File: config.mk
export PLATFORM = sky130hd
export DESIGN_NAME = mul_unit
export DESIGN_NICKNAME = d
export VERILOG_FILES = /design/src/rtl/mul_unit.sv
export SDC_FILE = /design/constraint.sdc
export NUM_CORES = 1
export LEC_CHECK = 0
export CAP_MARGIN = 10
export CORE_ASPECT_RATIO = 0.75
export CORE_MARGIN = 2
export CORE_UTILIZATION = 40
export CTS_CLUSTER_SIZE = 8
export DETAILED_ROUTE_END_ITERATION = 10
export GPL_ROUTABILITY_DRIVEN = 0
export PLACE_DENSITY_LB_ADDON = 0.3
export SYNTH_ARGS = -nofsm -noshare
export SYNTH_HDL_FRONTEND = slang
export SYNTH_SLANG_ARGS = --single-unit
File: constraint.sdc
create_clock -name clk_i -period 3.7 [get_ports clk_i]
set_clock_uncertainty 0.15 [all_clocks]
set_input_delay 1.11 -clock clk_i [delete_from_list [all_inputs] [get_ports clk_i]]
set_output_delay 1.11 -clock clk_i [all_outputs]
set_load 0.01 [all_outputs]
File: src/rtl/mul_unit.sv
// Iterative shift-add multiplier: one partial product per clock, fixed WIDTH-cycle latency.
// Returns the low WIDTH bits of the product, which are correct for both signed and unsigned operands.
module mul_unit #(
  parameter int WIDTH = 32
) (
  input  logic             clk_i,
  input  logic             rst_i,
  input  logic             start_i,
  input  logic [2:0]       ALUCtrl_i,
  input  logic [WIDTH-1:0] data1_i,
  input  logic [WIDTH-1:0] data2_i,
  output logic             busy_o,
  output logic             done_o,
  output logic [WIDTH-1:0] data_o,
  output logic             Zero_o
);

  localparam int            CW     = $clog2(WIDTH) + 1;
  localparam logic [2:0]    OP_MUL = 3'b101;
  localparam logic [CW-1:0] LAST   = CW'(WIDTH - 1);

  typedef enum logic [1:0] {
    S_IDLE,
    S_RUN,
    S_DONE
  } state_t;

  state_t           state_q, state_d;
  logic [WIDTH-1:0] mcand_q, mcand_d;
  logic [WIDTH-1:0] mplier_q, mplier_d;
  logic [WIDTH-1:0] acc_q, acc_d;
  logic [WIDTH-1:0] data_q, data_d;
  logic [CW-1:0]    cnt_q, cnt_d;

  always_ff @(posedge clk_i or negedge rst_i) begin
    if (!rst_i) begin
      state_q  <= S_IDLE;
      mcand_q  <= '0;
      mplier_q <= '0;
      acc_q    <= '0;
      data_q   <= '0;
      cnt_q    <= '0;
    end else begin
      state_q  <= state_d;
      mcand_q  <= mcand_d;
      mplier_q <= mplier_d;
      acc_q    <= acc_d;
      data_q   <= data_d;
      cnt_q    <= cnt_d;
    end
  end

  always_comb begin
    state_d  = state_q;
    mcand_d  = mcand_q;
    mplier_d = mplier_q;
    acc_d    = acc_q;
    data_d   = data_q;
    cnt_d    = cnt_q;
    case (state_q)
      S_IDLE: begin
        if (start_i && (ALUCtrl_i == OP_MUL)) begin
          mcand_d  = data1_i;
          mplier_d = data2_i;
          acc_d    = '0;
          cnt_d    = '0;
          state_d  = S_RUN;
        end
      end
      S_RUN: begin
        if (mplier_q[0]) begin
          acc_d = acc_q + mcand_q;
        end
        mcand_d  = mcand_q << 1;
        mplier_d = mplier_q >> 1;
        cnt_d    = cnt_q + 1'b1;
        // Last iteration: publish the accumulator including this edge's partial product.
        if (cnt_q == LAST) begin
          data_d  = acc_d;
          state_d = S_DONE;
        end
      end
      S_DONE: begin
        state_d = S_IDLE;
      end
      default: begin
        state_d = S_IDLE;
      end
    endcase
  end

  assign busy_o = (state_q == S_RUN);
  assign done_o = (state_q == S_DONE);
  assign data_o = data_q;
  assign Zero_o = (data_q == '0);

endmodule

==> flow_summary_export.csv <==
group,metric,value,unit
status,status,"finished clean",
final_layout,nets,1029,
die,core_area,0.0185,sq mm
sta,grt_setup_unrepaired,"false",
global_route,grt_pass1_wl,33.0,mm
sta,setup_viol,0,
yosys,syn_inst,839,
sta,timing.hold.ws,331,ps
global_route,gr-total-overflow,0,
setup_path,cp-start-kind,"register",
power_and_ir_drop,totalPowerFinal,7.98,mW
die,dieWidth,162,um
die,rows,43,
yosys,synth_cell_type_count,60,
final_layout,num_antenna_cells,0,
yosys,synth-seq-area-share,45.3,%
die,fp.dieArea,0.0199,sq mm
yosys,syn_nets,942,
sta,setup_ws,111,ps
setup_path,crit_path_start,"data_o[0]$_DFFE_PN0P_",
clock_network,cts_buffer_depth,2,
final_layout,seq_area,0.00340,sq mm
sta,slew_viol_final,0,
yosys,ys.flop_type,"dfrtp_1",
clock_network,cts_tree,"done",
sta,tightest_slew,684,ps
setup_path,crit_type,"reg -> out",
clock_network,cts_hold_buf,0,
routing,routed_wl,20.1,mm
yosys,yosysWarnings,0,
power_and_ir_drop,p_leak,4.05,nW
placement,port_buffers,104,
routing,via_per_inst,5.41,
die,die_h,123,um
job,max_cap_viol_count,0,
placement,place_hpwl,14.3,mm
min_path,hp-start,"mplier_q[29]$_DFFE_PN0P_",
clock_network,ctsResizeCount,0,
routing,vias,6411,
min_path,hp-class,"reg -> reg",
routing,drc,0,
routing,first_iter_violations,448,
final_layout,filler_cell_count,1739,
yosys,yosys_register_bits,136,
setup_path,crit_arrival,2330,ps
sta,max_freq,279,MHz
final_layout,area_growth,24.8,%
routing,wire_per_inst,17.0,um
routing,routedLengthMet1,9.77,mm
clock_network,h-tree-depth,4,
setup_path,worstPathRequired,2440,ps
clock_network,root_buffer,"clkbuf_16",
power_and_ir_drop,peakVddDrop,0.375,mV
routing,firstDrtPassIters,5,
global_route,grt_util_all_layers,21.4,%
yosys,synthArstFlopShare,100,%
sta,period_share,97.0,%
setup_path,cp-end-kind,"output pin",
placement,pre_cts_slack,506,ps
die,ios,105,
final_layout,drive_above_1_share,7.67,%
clock_network,clk_latency,420,ps
sta,hold_viol_final,0,
routing,highest_layer,"met4",
final_layout,multi_input_area,0.00386,sq mm
clock_network,post_cts_buffers,0,
final_layout,final_cell_mix,"135 x dfrtp_1, 107 x nor2_1, 105 x nand2_1, 103 x clkdlybuf4s50_1, 60 x o21ai_0",
sta,max_slew_margin,54.2,%
global_route,grt_pass1_vias,6216,
global_route,grt_max_degree,61,
final_layout,final_core_utilization,50.9,%
sta,setup_tns,0,ps
setup_path,reg2reg_from,"mcand_q[10]$_DFFE_PN0P_",
power_and_ir_drop,power.density,850,mW/mm^2
final_layout,final_common_cell,"dfrtp_1",
global_route,antenna_found_initial,0,
yosys,synth-edff-count,0,
routing,wl_met2,8.68,mm
clock_network,cts.sinks,136,
setup_path,path_max_fanout,3,
die,start_util,40.7,%
clock_network,numCtsBuffers,17,
routing,dr_wl_met3,1.28,mm
sta,period_minus_slack,3590,ps
yosys,synth_area,0.00752,sq mm
routing,ant_nets,0,
yosys,synth.avg_cell_area,8.96,sq um
clock_network,clk_pin_slew,60,ps
## registers in the layout (all words and copies together) (netlist names)
signal,cells
state_q,2
mcand_q,32
acc_q,32
cnt_q,6
mplier_q,32
data_o,32
## logic make-up after synthesis
kind of cell | synth area share [%]
and+or+nand+nor | 19.5
adders and majority gates | 5.59
DFF | 45.3
muxes | 3.43
buffers and inverters | 3.54
xor gates and xnor gates | 3.14
AOI/OAI and AO/OA | 19.6
## path summary, 6_finish.rpt
path / depth (start not counted) / endpoint / slack (ps)
setup / recovery: 4 / Zero_o / 110
setup reg to reg: 9 / data_o[31]$_DFFE_PN0P_ / 620
max in group asynchronous: 2 / acc_q[26]$_DFFE_PN0P_ / 2190
hold reg to reg: 2 / mplier_q[29]$_DFFE_PN0P_ / 330
hold / removal: 2 / mplier_q[29]$_DFFE_PN0P_ / 330
min in group asynchronous: 1 / mplier_q[5]$_DFFE_PN0P_ / 500
## through the flow
step / cell area [sq um] / instances
final: 9390 / 1186
after global routing: 9390 / 1186
after CTS: 9390 / 1186
after detailed placement: 8800 / 1154
after global placement: 8800 / 1154
after floorplan: 7520 / 839
## routing by layer
layer / vias up / global-route usage, %
li1: 3180 / -
met1: 3044 / 30.5
met2: 162 / 31.8
met3: 25 / 5.54
met4: 0 / 7.25
met5: - / 0
## cells in the mapped netlist, drive strengths merged, types with 19 or more instances
| master | n | area (sq um) |
|---|---|---|
| ha | 32 | 400 |
| xnor2 | 19 | 166 |
| inv | 19 | 71.3 |
| a21oi | 39 | 199 |
| dfrtp | 136 | 3400 |
| mux2i | 19 | 190 |
| a22oi | 19 | 143 |
| nor2 | 107 | 402 |
| nand3 | 43 | 215 |
| o22ai | 43 | 269 |
| o21ai | 67 | 339 |
| clkbuf | 43 | 161 |
| nand2 | 105 | 394 |
## worst max-delay path: stages, from the launching register on
cell	delay, ps
dfrtp_1	400
nor4_1	470
nand4_1	330
nor2_1	160
clkdlybuf4s50_1	550
## layout make-up
| cell class | count | area share [%] |
|---|---|---|
| flip-flops and latches | 136 | 36.3 |
| clock buffers | 20 | 4.87 |
| well taps | 247 | 3.29 |
| multi-input cells | 634 | 41.1 |
| inverters | 19 | 0.760 |
| repair buffers | 118 | 12.4 |
| clock inverters | 12 | 1.35 |
## report_power, final
part	internal [mW]	leakage [nW]	switching (mW)	total [mW]
Combinational	1.66	2.24	2.20	3.85
Clock	1.02	0.274	0.650	1.67
Sequential	2.00	1.54	0.460	2.46
No activity file was read; power rests on OpenSTA's default activity.
